[src/rtl/bin2bcd32_pkg.sv]
// Shared widths and FSM state encoding for the 32-bit binary-to-BCD converter.
package bin2bcd32_pkg;

    localparam int BIN_W = 32;
    localparam int NDIG  = 10;
    localparam int CNT_W = 6;

    typedef enum logic [1:0] {
        IDLE  = 2'd0,
        SHIFT = 2'd1,
        DONE  = 2'd2
    } state_t;

endpackage

[src/rtl/bin2bcd32_bcd_add3.sv]
// Double-dabble digit correction: a digit of 5 or more gets 3 added before the shift.
module bcd_add3 (
    input  logic [3:0] din,
    output logic [3:0] dout
);

    // 4-bit add with no carry out; inputs above 9 never occur in a valid accumulator.
    always_comb begin
        dout = din;
        if (din >= 4'd5) begin
            dout = din + 4'd3;
        end
    end

endmodule

[src/rtl/bin2bcd32.sv]
// Sequential 32-bit binary to 10-digit BCD converter (double-dabble, one bit per cycle).
//
//  state | meaning
//  IDLE  | waiting for en; bcd outputs hold the last result
//  SHIFT | one correct-and-shift iteration per cycle, 32 in total
//  DONE  | result published, fin high for this single cycle
module bin2bcd32 #(
    parameter int BIN_W = bin2bcd32_pkg::BIN_W,
    parameter int NDIG  = bin2bcd32_pkg::NDIG
) (
    input  logic             CLK,
    input  logic             RST,
    input  logic             en,
    input  logic [BIN_W-1:0] bin,
    output logic [3:0]       bcd0,
    output logic [3:0]       bcd1,
    output logic [3:0]       bcd2,
    output logic [3:0]       bcd3,
    output logic [3:0]       bcd4,
    output logic [3:0]       bcd5,
    output logic [3:0]       bcd6,
    output logic [3:0]       bcd7,
    output logic [3:0]       bcd8,
    output logic [3:0]       bcd9,
    output logic             busy,
    output logic             fin
);

    import bin2bcd32_pkg::*;

    localparam logic [CNT_W-1:0] LAST_ITER = CNT_W'(BIN_W - 1);

    state_t              state, state_n;
    logic [CNT_W-1:0]    cnt;
    logic [BIN_W-1:0]    sr;
    logic [4*NDIG-1:0]   acc;
    logic [4*NDIG-1:0]   corr;
    logic [4*NDIG-1:0]   acc_shifted;
    logic [4*NDIG-1:0]   bcd_q;
    logic                unused_corr_msb;

    // Per-digit add-3 correction applied to the whole accumulator each SHIFT cycle.
    for (genvar g = 0; g < NDIG; g++) begin : g_dig
        bcd_add3 u_add3 (
            .din  (acc[4*g +: 4]),
            .dout (corr[4*g +: 4])
        );
    end

    // Corrected accumulator shifted left with the binary MSB entering bit 0.
    assign acc_shifted     = {corr[4*NDIG-2:0], sr[BIN_W-1]};
    assign unused_corr_msb = corr[4*NDIG-1];

    // State register.
    always_ff @(posedge CLK) begin
        if (RST) begin
            state <= IDLE;
        end else begin
            state <= state_n;
        end
    end

    // Next-state and status outputs.
    always_comb begin
        state_n = state;
        busy    = 1'b0;
        fin     = 1'b0;
        case (state)
            IDLE: begin
                if (en) begin
                    state_n = SHIFT;
                end
            end
            SHIFT: begin
                busy = 1'b1;
                if (cnt == LAST_ITER) begin
                    state_n = DONE;
                end
            end
            DONE: begin
                fin     = 1'b1;
                state_n = IDLE;
            end
            default: begin
                state_n = IDLE;
            end
        endcase
    end

    // Datapath: load on accept, shift during SHIFT, publish on the last iteration.
    always_ff @(posedge CLK) begin
        if (RST) begin
            cnt   <= '0;
            sr    <= '0;
            acc   <= '0;
            bcd_q <= '0;
        end else begin
            case (state)
                IDLE: begin
                    if (en) begin
                        sr  <= bin;
                        acc <= '0;
                        cnt <= '0;
                    end
                end
                SHIFT: begin
                    acc <= acc_shifted;
                    sr  <= {sr[BIN_W-2:0], 1'b0};
                    cnt <= cnt + 1'b1;
                    if (cnt == LAST_ITER) begin
                        bcd_q <= acc_shifted;
                    end
                end
                default: begin
                end
            endcase
        end
    end

    assign bcd0 = bcd_q[3:0];
    assign bcd1 = bcd_q[7:4];
    assign bcd2 = bcd_q[11:8];
    assign bcd3 = bcd_q[15:12];
    assign bcd4 = bcd_q[19:16];
    assign bcd5 = bcd_q[23:20];
    assign bcd6 = bcd_q[27:24];
    assign bcd7 = bcd_q[31:28];
    assign bcd8 = bcd_q[35:32];
    assign bcd9 = bcd_q[39:36];

endmodule

[config.mk]
export PLATFORM = sky130hd
export DESIGN_NAME = bin2bcd32
export DESIGN_NICKNAME = d
export VERILOG_FILES = /design/src/rtl/bin2bcd32_pkg.sv /design/src/rtl/bin2bcd32_bcd_add3.sv /design/src/rtl/bin2bcd32.sv
export SDC_FILE = /design/constraint.sdc
export NUM_CORES = 1
export LEC_CHECK = 0
export ABC_CLOCK_PERIOD_IN_PS = 2900
export CORE_MARGIN = 8
export CORE_UTILIZATION = 45
export DETAILED_ROUTE_END_ITERATION = 10
export HOLD_SLACK_MARGIN = 0.05
export MAX_ROUTING_LAYER = met4
export PLACE_DENSITY_LB_ADDON = 0.1
export SYNTH_ARGS = -nofsm -noshare
export SYNTH_HDL_FRONTEND = slang
export SYNTH_SLANG_ARGS = --single-unit
[constraint.sdc]
create_clock -name CLK -period 2.9 [get_ports CLK]
set_input_delay 0.58 -clock CLK [delete_from_list [all_inputs] [get_ports CLK]]
set_output_delay 0.58 -clock CLK [all_outputs]
set_load 0.01 [all_outputs]
* Word level (Yosys, flattened, before mapping)
Index checks and enable logic that the tools add are counted.
** Word-level totals
- Bits in registers :: 120
- Word-level logic and storage cells :: 57
** Operators by class
- Equal/unequal tests :: 5
- $lt $le $gt $ge :: 10
- $add $sub $neg :: 11
- Reductions and logical operators :: 5
- Muxes and demuxes :: 21
** Operator list (count)
- $pmux 40 s2 :: 1
- $pmux 32 s2 :: 1
- $ge 4x3->1 const B :: 10
- $mux 40 :: 1
- $add 4x2->4 const B :: 9
- $mux 4 :: 9
- $mux 32 :: 1
- $pmux 6 s2 :: 1
- $add 6x1->6 const B :: 1
- $eq 6x5->1 const B :: 1
- $mux 6 :: 1
- $reduce_and 2->1 :: 3
- $mux 2 :: 2
- $ne 2x2->1 const B :: 2
- $pmux 2 s2 :: 1
- $add 3x2->3 const B :: 1
- $mux 3 :: 1
- $eq 2x1->1 const B :: 1
- $eq 2x2->1 const B :: 1
- $logic_not 2->1 :: 1
- $mux 1 :: 2
- $reduce_bool 2->1 :: 1

* Depth between registers and ports, before layout
- Depth in word-level cells :: 3
- Mapped depth :: 6
- Mapped depth without buffers :: 6

* Modules after synthesis
From an unflattened synthesis, not the netlist that was laid out.
** Unflattened totals
- Cells, all modules :: 645
- Area total of the unflattened synthesis :: 5931.9 µm²
** Modules (own cells, without submodules)
- bin2bcd32 :: area an instance 4918.5 µm², instances 1, cells each 485
- bcd_add3 :: area an instance 101.3 µm², instances 10, cells each 16

* Worst setup path after synthesis
Ideal clock, no wire load.
- Path kind :: reg-to-output
- From :: reg state[1]
- To :: out fin
- Arrival time :: 1197 ps
- Stages on the path, launching flop included :: 4
- Buffers on the path :: 2
- Slack :: 1123 ps
- Cell sequence :: dfxtp_1 > clkbuf_1 > clkbuf_1 > nor2b_1
** On the way
- Cells in the longest elaborated chain, start to end :: 2
** RTL lines
- from (decl) :: line bin2bcd32.sv:33 : state_t state, state_n;
- from (signal assigned) :: line bin2bcd32.sv:59 : state <= state_n;
- $eq 2x2->1 :: line bin2bcd32.sv:68 : case (state)
- $mux 1 :: line bin2bcd32.sv:68
- to (decl) :: line bin2bcd32.sv:26 : output logic fin
Every way passes these cells.

* Worst setup path in the final report
Ends and elaborated chain as after synthesis.

==> impl_results.md <==
* Dpl hpwl at 8.68 mm
* Post-CTS Setup Bufs at 0
* Placed Area at 6320 µm²
* Crit Reg-Reg Endpoint: bcd_q[13]
* Initial antenna violation count at 0
* Clk pwr share at 49.2%
* Antenna diode count at 0
* P_sw at 0.880 mW
* Layout cells sized above 1 at between 10% and 20%
* Power share of the combinational group at 7.1%
* #FFs+latches synth at 120
* R2r setup slk at roughly 0.64 ns
* Core Rows at 40
* I/O pin cnt at 77
* Clock sink count at 120
* Cell Pwr Density at 578 nW/µm²
* EDFF count, synth at 0
* Max cap viols at 0
* H-tree level count at 4
* Part of the power in registers at a little over two fifths
* Setup CP Type: reg2out
* Total Routed Length at 12.7 mm
* CP max FO at 34
* Initial DRC Count at 302
* First-pass GRT wire length at 21.3 mm
* Slew Limit Fails at 0
* Required @ worst endpoint at 2.32 ns
* Max Buffers Root-to-Sink at 2
* CTS Buf Count at 17
* Vias in the first global route at 4561
* Vias per inst at around 5.4
* Post-synthesis sequential area ratio at 44.1%
* Fin nets at ~760
* DRT Pass-1 Iters at 4
* P&R area growth vs syn at 26.4%
* Die Footprint at ~16000 µm²
* Primary FF master, synth: dfxtp_1
* TritonCTS clock tree: done
* Ys Warns at 0
* Routed WL per cell at 14.8 µm
* Worst setup EP type: primary output
* Syn nets at 688
* Leak at 2.46 nW
* Worst r2r src: state[1]
* Post-Syn Area at roughly 5400 µm²
* Post-cts resize count at 0
* Internal power at 3.10 mW
* Vias at 4620
* Die Ht at 126 µm
* Tmin final at 2.38 ns
* Finished layout cell area at 6880 µm²
* Worst-Margin Slew at 0.669 ns
* Clk slew on worst S/H paths at ~0.050 ns
* Post-synth ARST share at 0%
* GRT overflow at 0
* HP Start: acc[37]
* Slew margin rel. at 55.3%
* Layout Skew at between 0.005 and 0.006 ns
* Status: complete, no violations
* Largest net degree at the start of global routing at 46
* Final Cycle Share at roughly 80%
* Root Buffer: clkbuf_16
* Buffers on Ports at 76
* Hold Path End: acc[37]
* GRT Total Usage at 16.8%
* Avg Cell Area, Syn at 8.61 µm²
* Hold Crit Class: reg2reg
* DR DRC count at 0
* RePlAce Congestion at 0.785
* Crit path arrival time at 1.80 ns
* RSZ-0062 raised after global routing: false
* Antenna viol nets, final at 0
* Die Wd at between 100 and 150 µm
* Switch share at 22.1%
* Clk Latency, worst-skew pair at 0.41 ns
* Netlist cell types at 41
* Fin. Hold Viols at 0
* Core outline area at 11900 µm²
* Setup_tns at 0 ns
* Initial core utilization at 45.7%
* Crit start category: flip-flop
* R2R cell count at 6
* Final-report setup violation count at 0
* Cells after Synth at 632
* Worst hold stages at 2
* Fmax at 420 MHz
* CTS Hold Bufs at 0
* IR drop worst, VDD at 0.341 mV
[sequential cells by signal, indices dropped and copies added (netlist names)]
signal  cells
bcd_q      40
state       2
acc        40
cnt         6
sr         32
[placed cells by master (no fill, tap or decap), types with 2 or more instances in the layout]
| master | n |
|---|---|
| dfxtp_1 | 120 |
| clkdlybuf4s50_1 | 75 |
| nor2_1 | 69 |
| nand2_1 | 65 |
| a21oi_1 | 61 |
| o21ai_0 | 55 |
| inv_1 | 36 |
| nand2b_1 | 32 |
| ha_1 | 21 |
| nor3b_1 | 20 |
| o22ai_1 | 20 |
| a211oi_2 | 17 |
| clkbuf_16 | 17 |
| buf_4 | 12 |
| mux2_2 | 11 |
| xnor2_1 | 10 |
| o221a_2 | 9 |
| nor2b_1 | 8 |
| clkbuf_8 | 8 |
| a2111oi_0 | 6 |
| a222oi_1 | 5 |
| a311oi_1 | 5 |
| clkbuf_1 | 5 |
| a211oi_1 | 3 |
| a22o_1 | 2 |
[stage by stage]
step	setup WS, ns	hold slack (ns)	util, %	cells	total power [mW]
CTS	0.497	0.457	57.8	859	4.01
global route	0.436	0.488	57.8	859	4.12
finish	0.517	0.449	57.8	859	3.97
global placement	0.621	0.436	53.1	828	2.04
detailed placement	0.588	0.446	53.1	828	2.05
floorplan	1.12	0.425	-	632	1.93
[power groups by stage]
stage	logic, mW	registers [mW]	clock network (mW)
global placement	0.278	1.77	0
finish	0.283	1.74	1.96
detailed placement	0.284	1.77	0
global route	0.315	1.74	2.06
CTS	0.285	1.73	1.99
floorplan	0.176	1.76	0
[logic make-up (layout without fill, tap and decap cells)]
kind of cell / Yosys count / count (layout) / share of synthesized area, %
compound gates: 188 / 188 / 22.9
xor+xnor: 10 / 10 / 1.61
fa+ha+maj: 21 / 21 / 4.83
buf+inv: 76 / 156 / 5.75
flops: 120 / 120 / 44.1
mux: 12 / 12 / 2.46
simple gates: 205 / 205 / 18.3
[per-layer routing]
metal  track usage, %  part of all wire, %  wire (µm)
met2             28.4                   48       6120
met4             6.79                  1.6        201
met1             18.6                   46       5900
met3             4.26                  3.9        490
met5                -                    0          0
[layout make-up]
| type | count | area [µm²] |
|---|---|---|
| Fill cell | 1078 | 5030 |
| Inverter | 36 | 135 |
| Clock buffer | 30 | 554 |
| Timing Repair Buffer | 89 | 866 |
| Sequential cell | 120 | 2400 |
| Tap cell | 147 | 184 |
| Clock inverter | 1 | 5.00 |
| Multi-Input combinational cell | 436 | 2730 |
[critical path, cell delays in order (launching register included)]
cell and delay (ns):
dfxtp_1 0.32, buf_4 0.32, nor2b_1 0.19, clkdlybuf4s50_1 0.55
[synth_stat cells (2+ instances only)]
| cell type | n | area (µm²) |
|---|---|---|
| a2111oi_0 | 6 | 52.6 |
| a211oi_1 | 3 | 22.5 |
| a211oi_2 | 17 | 213 |
| a21oi_1 | 61 | 305 |
| a222oi_1 | 5 | 50.1 |
| a22o_1 | 2 | 17.5 |
| a311oi_1 | 5 | 43.8 |
| buf_1 | 6 | 22.5 |
| buf_2 | 4 | 20.0 |
| buf_4 | 4 | 30.0 |
| clkbuf_1 | 25 | 93.8 |
| dfxtp_1 | 120 | 2400 |
| ha_1 | 21 | 263 |
| inv_1 | 36 | 135 |
| mux2_2 | 11 | 124 |
| nand2_1 | 65 | 244 |
| nand2b_1 | 32 | 200 |
| nor2_1 | 70 | 263 |
| nor2b_1 | 8 | 50.1 |
| nor3b_1 | 20 | 150 |
| o21ai_0 | 55 | 275 |
| o221a_2 | 9 | 101 |
| o22ai_1 | 20 | 125 |
| xnor2_1 | 10 | 87.6 |
[worst max path at each step]
stage	from	to	slack (ns)	cells after the start
3_5_place_dp	en	sr[9]	0.59	5
5_1_grt	state[1]	fin	0.44	3
6_report	state[1]	fin	0.52	3
2_1_floorplan	state[1]	fin	1.12	3
4_1_cts	state[1]	fin	0.50	3
3_3_place_gp	en	sr[17]	0.62	5
(Power assumes the default switching activity.)
